File: src/rtl/mult_seq_cla.sv
// mult_seq_cla: iterative shift-add multiplier (one conditional add per cycle).
// Produces a 2*WIDTH-bit product split into hi/lo; s=0 unsigned, s=1 signed.
// Sequence: IDLE -> CALC (WIDTH cycles) -> FIX (sign correction) -> DONE.
// Optional macro MULT_SEQ_OV_EN: registers an overflow flag (product does not
// fit in lo). Without it, ov is tied to 0 and no compare logic exists.
//
// Handshake: a request is taken on any rising edge where start=1 and busy=0
// (IDLE or DONE); operands and s are captured on that edge only. While busy=1,
// start is ignored. done is a one-cycle pulse marking hi/lo (and ov) valid;
// they then hold until the next accepted start.
module mult_seq_cla #(
    parameter int WIDTH = 32
) (
    input  logic             clk,
    input  logic             rst_n,
    input  logic             start,
    input  logic             s,
    input  logic [WIDTH-1:0] in1,
    input  logic [WIDTH-1:0] in2,
    output logic             busy,
    output logic             done,
    output logic [WIDTH-1:0] hi,
    output logic [WIDTH-1:0] lo,
    output logic             ov
);

    localparam int CW = $clog2(WIDTH + 1);
    localparam logic [WIDTH-1:0]   ONE_W  = {{(WIDTH-1){1'b0}}, 1'b1};
    localparam logic [2*WIDTH-1:0] ONE_2W = {{(2*WIDTH-1){1'b0}}, 1'b1};

    typedef enum logic [1:0] {
        IDLE = 2'd0,
        CALC = 2'd1,
        FIX  = 2'd2,
        DONE = 2'd3
    } state_t;

    // state_q is the observable FSM state for checkers
    state_t          state_q, state_d;
    logic [CW-1:0]   cnt_q;
    logic            neg_q;
    logic [WIDTH-1:0] mcand_q;
    logic [WIDTH-1:0] hi_q, lo_q;

    logic             accept;
    logic             cnt_last;
    logic [WIDTH-1:0] mag1, mag2;
    logic [WIDTH:0]   calc_sum;
    logic [2*WIDTH-1:0] fix_prod;

    assign cnt_last = (cnt_q == CW'(WIDTH - 1));
    assign hi       = hi_q;
    assign lo       = lo_q;

    // Next-state and status outputs; DONE accepts a new start like IDLE
    always_comb begin
        state_d = state_q;
        busy    = 1'b0;
        done    = 1'b0;
        accept  = 1'b0;
        case (state_q)
            IDLE: begin
                accept = start;
                if (start) state_d = CALC;
            end
            CALC: begin
                busy = 1'b1;
                if (cnt_last) state_d = FIX;
            end
            FIX: begin
                busy    = 1'b1;
                state_d = DONE;
            end
            DONE: begin
                done    = 1'b1;
                accept  = start;
                state_d = start ? CALC : IDLE;
            end
            default: state_d = IDLE;
        endcase
    end

    // State register
    always_ff @(posedge clk or negedge rst_n) begin
        if (!rst_n) state_q <= IDLE;
        else        state_q <= state_d;
    end

    // Operand magnitudes, one add step, and the sign-corrected final product
    always_comb begin
        mag1     = (s && in1[WIDTH-1]) ? (~in1 + ONE_W) : in1;
        mag2     = (s && in2[WIDTH-1]) ? (~in2 + ONE_W) : in2;
        calc_sum = {1'b0, hi_q} + {1'b0, (lo_q[0] ? mcand_q : {WIDTH{1'b0}})};
        fix_prod = neg_q ? (~{hi_q, lo_q} + ONE_2W) : {hi_q, lo_q};
    end

    // Datapath: load on accept, shift-add in CALC, sign fix in FIX
    always_ff @(posedge clk or negedge rst_n) begin
        if (!rst_n) begin
            cnt_q   <= '0;
            neg_q   <= 1'b0;
            mcand_q <= '0;
            hi_q    <= '0;
            lo_q    <= '0;
        end else if (accept) begin
            cnt_q   <= '0;
            neg_q   <= s & (in1[WIDTH-1] ^ in2[WIDTH-1]);
            mcand_q <= mag1;
            hi_q    <= '0;
            lo_q    <= mag2;
        end else if (state_q == CALC) begin
            cnt_q         <= cnt_q + 1'b1;
            {hi_q, lo_q}  <= {calc_sum, lo_q[WIDTH-1:1]};
        end else if (state_q == FIX) begin
            {hi_q, lo_q}  <= fix_prod;
        end
    end

`ifdef MULT_SEQ_OV_EN
    logic s_q;
    logic ov_q;
    logic ov_calc;

    // Overflow: high half is not just the sign/zero extension of lo
    always_comb begin
        if (s_q) ov_calc = (fix_prod[2*WIDTH-1:WIDTH] != {WIDTH{fix_prod[WIDTH-1]}});
        else     ov_calc = (fix_prod[2*WIDTH-1:WIDTH] != {WIDTH{1'b0}});
    end

    // Overflow flag registered alongside the final product
    always_ff @(posedge clk or negedge rst_n) begin
        if (!rst_n) begin
            s_q  <= 1'b0;
            ov_q <= 1'b0;
        end else if (accept) begin
            s_q  <= s;
            ov_q <= 1'b0;
        end else if (state_q == FIX) begin
            ov_q <= ov_calc;
        end
    end

    assign ov = ov_q;
`else
    assign ov = 1'b0;
`endif

endmodule

File: config.mk
export PLATFORM = sky130hd
export DESIGN_NAME = mult_seq_cla
export DESIGN_NICKNAME = d
export VERILOG_FILES = /design/src/rtl/mult_seq_cla.sv
export SDC_FILE = /design/constraint.sdc
export NUM_CORES = 1
export LEC_CHECK = 0
export ABC_AREA = 1
export BUFFER_PORTS_ARGS = -buffer_cell sky130_fd_sc_hd__buf_2
export CORE_MARGIN = 4
export CORE_UTILIZATION = 40
export CTS_CLUSTER_SIZE = 10
export DETAILED_ROUTE_END_ITERATION = 16
export PLACE_DENSITY = 0.65
export SLEW_MARGIN = 25
export SYNTH_ARGS = -nofsm -noshare
export SYNTH_HDL_FRONTEND = slang
export SYNTH_SLANG_ARGS = --single-unit
File: constraint.sdc
create_clock -name clk -period 6.9 [get_ports clk]
set_input_delay 1.035 -clock clk [delete_from_list [all_inputs] [get_ports clk]]
set_output_delay 1.035 -clock clk [all_outputs]
set_load 0.02 [all_outputs]
==> metrics <==
critical path type register to register; Clk network pwr share 0.098; met2 Use GR 0.396; post-detail-place hpwl between 30000 and 40000 um; EDFF count, synth 0; diode count 0; Post-Syn Area 11900 um2; vias about 14k; endpoints failing setup 0; final hold vios 0; gr busiest metal met2; simple-gate area share of the yosys netlist 0.491; Area growth syn-to-layout 10.9%; Avg Cell Area, Syn 5.64 um2; Iter 0 DRT Violations approximately 1.4k; Leak approximately 7.1 nW; Mapped Cells roughly 2.1k; share of post-route cells with drive strength above 1 0.112; crit path from state_q[1]; FF-to-FF setup slack 3.62 ns; fill count about 3.2k; Post-CTS Setup Bufs 0; sw frac 0.587; MaxCap Viol Count 0; Root Buffer clkbuf_16; CTS buffer count 9; Final period util 0.476; flops & latches, synth between 100 and 150; vias in the first global route about 12k; min-delay src mcand_q[26]; Tmin final 3.28 ns; Final Cell Area between 10000 and 15000 um2; synthesis warning total 0; Crit-path slowest cell nor2_4; largest family of logic cells by synthesized area simple AND/OR/NAND/NOR gates; GRT overflow 0; Unique masters post-synth 50; wire per inst between 15 and 20 um; Die Y 180 um; Post-Synth XOR/XNOR Area 0.0214; worst path buffer plus inverter count 5; mux contribution to synthesized area 0.000844; grt met1 use 0.374; FF+latch area about 2600 um2; drt total wl about 43000 um; GP Congestion between 0.9 and 1; crit path DAT between 3 and 4 ns; Critical Path RT 7.19 ns; Slew @ Worst Pin 0.979 ns; TNS Setup 0 ns; CTS resizes 0; num ports between 100 and 150; Sink Count about 110; sequential cell fraction of total power 0.246; commonest cells after routing, fill and taps aside 757 x nand2_1, 274 x inv_1, 267 x nor2_1, 197 x nand3_1, 132 x buf_2; met3 Usage GRT 0.0386; Synth Area in Adders 0.0449; type of the tightest min-delay check register to register; Worst-Skew Late Latency 0.37 ns; DRC violations left 0; asr flop ratio synth 1.00; initial antenna violation count 0; CTS tree done; largest net degree at the start of global routing between 70 and 80; # hold bufs at CTS 0; Clock transition at path regs ~0.090 ns; post-DR vias/cell around 5.2; Clock Tree Buf Depth 2; Tot GR Track Use 0.254; worst r2r src state_q[1]; I/O Buffers around 130; achievable clock frequency approximately 300 MHz; Core ar. roughly 29000 um2; Clock Skew between 0.01 and 0.015 ns; power per cell area 454 nW/um2; Antenna Nets Post-Route 0; 1st-pass router iterations 6; Crit. End Element register; Die X-Extent between 150 and 200 um; sequential-to-total area share from yosys stat 0.221; most common cell after layout, fill and taps aside nand2_1; num rows 62; maximum vdd ir drop 0.319 mV; internal cell power between 2 and 2.5 mW; Layout Nets approximately 2.3k; initial core utilization 0.409; DIE AREA 32500 um2; crit path cell chain inv_1, ha_1, nor2_4, buf_4, nor2_1, nand2_1, buf_4, inv_2, nor2_4, inv_2, a21oi_1, nand2_1, o21ai_1; Switch Pwr roughly 3.5 mW; relative slew slack 0.346; slowest stage delay, CP ~0.51 ns; worst-path fanout max 47; H-tree depth 3; Post-synth top flop dfrtp_1; startpoint types register; cell family with most CP delay buffers and inverters; status finished, final reports clean; Placed Area approximately 13000 um2; syn nets ~2.2k; Comb power frac 0.656; Compound-Gate Fraction of Synth Area 0.105; area occupied by multi-input gates approximately 7900 um2; Slew Viols, Final 0; global-route wire length before repair approximately 67000 um; RSZ-0062 raised after global routing false
==> metal layers <==
| layer | routed length [um] | up-vias |
|---|---|---|
| met1 | 20300 | 6183 |
| met5 | 0 | - |
| met4 | 861 | 0 |
| met3 | 3030 | 60 |
| li1 | - | 6825 |
| met2 | 19000 | 501 |
==> worst paths after layout <==
path	endpoint	cells after the start
min reg2reg	mcand_q[26]	2
min in group asynchronous	lo[28]	1
max in group asynchronous	hi[27]	2
max	hi[0]	13
min	mcand_q[26]	2
max reg2reg	hi[0]	13
==> final cells by class <==
| class | count | area share |
|---|---|---|
| repair buffers | 141 | 0.0557 |
| multi-input cells | 1653 | 0.600 |
| inverters | 291 | 0.0831 |
| clock buffers | 9 | 0.0171 |
| well taps | 384 | 0.0365 |
| clock inverters | 7 | 0.00780 |
| flip-flops and latches | 105 | 0.200 |
==> sequential cells by signal (all words and copies together), names as in the netlist <==
signal   count
neg_q        1
cnt_q        6
state_q      2
lo          32
hi          32
mcand_q     32
==> worst reg2reg max path, cell delays in order, from the launching register on <==
cell and delay (ns):
dfrtp_1 0.42, inv_1 0.15, ha_1 0.30, nor2_4 0.11, buf_4 0.47, nor2_1 0.14
nand2_1 0.10, buf_4 0.42, inv_2 0.11, nor2_4 0.51, inv_2 0.20, a21oi_1 0.17
nand2_1 0.06, o21ai_1 0.06
==> synth_stat cells, drive strengths merged (3+ instances only) <==
master | instances | area (um2)
nand3 | 201 | 1040
xnor2 | 7 | 61.3
ha | 41 | 513
nand3b | 14 | 105
and3 | 6 | 37.5
xor2 | 22 | 193
inv | 290 | 1090
dfrtp | 105 | 2630
a21o | 3 | 22.5
o21ai | 100 | 504
nor2 | 310 | 1370
and2 | 4 | 25.0
o21bai | 16 | 120
buf | 28 | 165
clkbuf | 26 | 97.6
a31oi | 10 | 62.6
or2 | 9 | 56.3
nand2 | 772 | 2960
o22ai | 3 | 18.8
nor3 | 15 | 85.1
nand4 | 22 | 138
o211ai | 10 | 75.1
a21oi | 74 | 370
==> power groups by stage <==
stage | clock network, mW | registers, mW | logic (mW)
2_1_floorplan | 0 | 1.47 | 2.64
3_3_place_gp | 0 | 1.46 | 3.83
3_5_place_dp | 0 | 1.46 | 3.87
4_1_cts | 0.589 | 1.45 | 3.89
5_1_grt | 0.614 | 1.50 | 4.41
6_report | 0.584 | 1.47 | 3.92
==> stage by stage <==
| stage | hold WS, ns | utilization | worst slack [ns] | instances | power, mW |
|---|---|---|---|---|---|
| 2_1_floorplan | 0.449 | - | 4.41 | 2103 | 4.11 |
| 3_3_place_gp | 0.466 | 0.442 | 3.39 | 2574 | 5.29 |
| 3_5_place_dp | 0.467 | 0.442 | 3.33 | 2574 | 5.34 |
| 4_1_cts | 0.489 | 0.453 | 3.60 | 2590 | 5.93 |
| 5_1_grt | 0.513 | 0.453 | 3.32 | 2590 | 6.53 |
| 6_report | 0.486 | 0.453 | 3.62 | 2590 | 5.97 |
==> kinds of logic after synthesis <==
group	count (synthesis)
adder cells (fa/ha/maj)	42
multiplexers	1
flip-flops	105
other	1
XOR/XNOR	29
AND/OR/NAND/NOR	1355
buffers and inverters	345
AO/OA/AOI/OAI	225
Power figures use the tool's default switching activity.
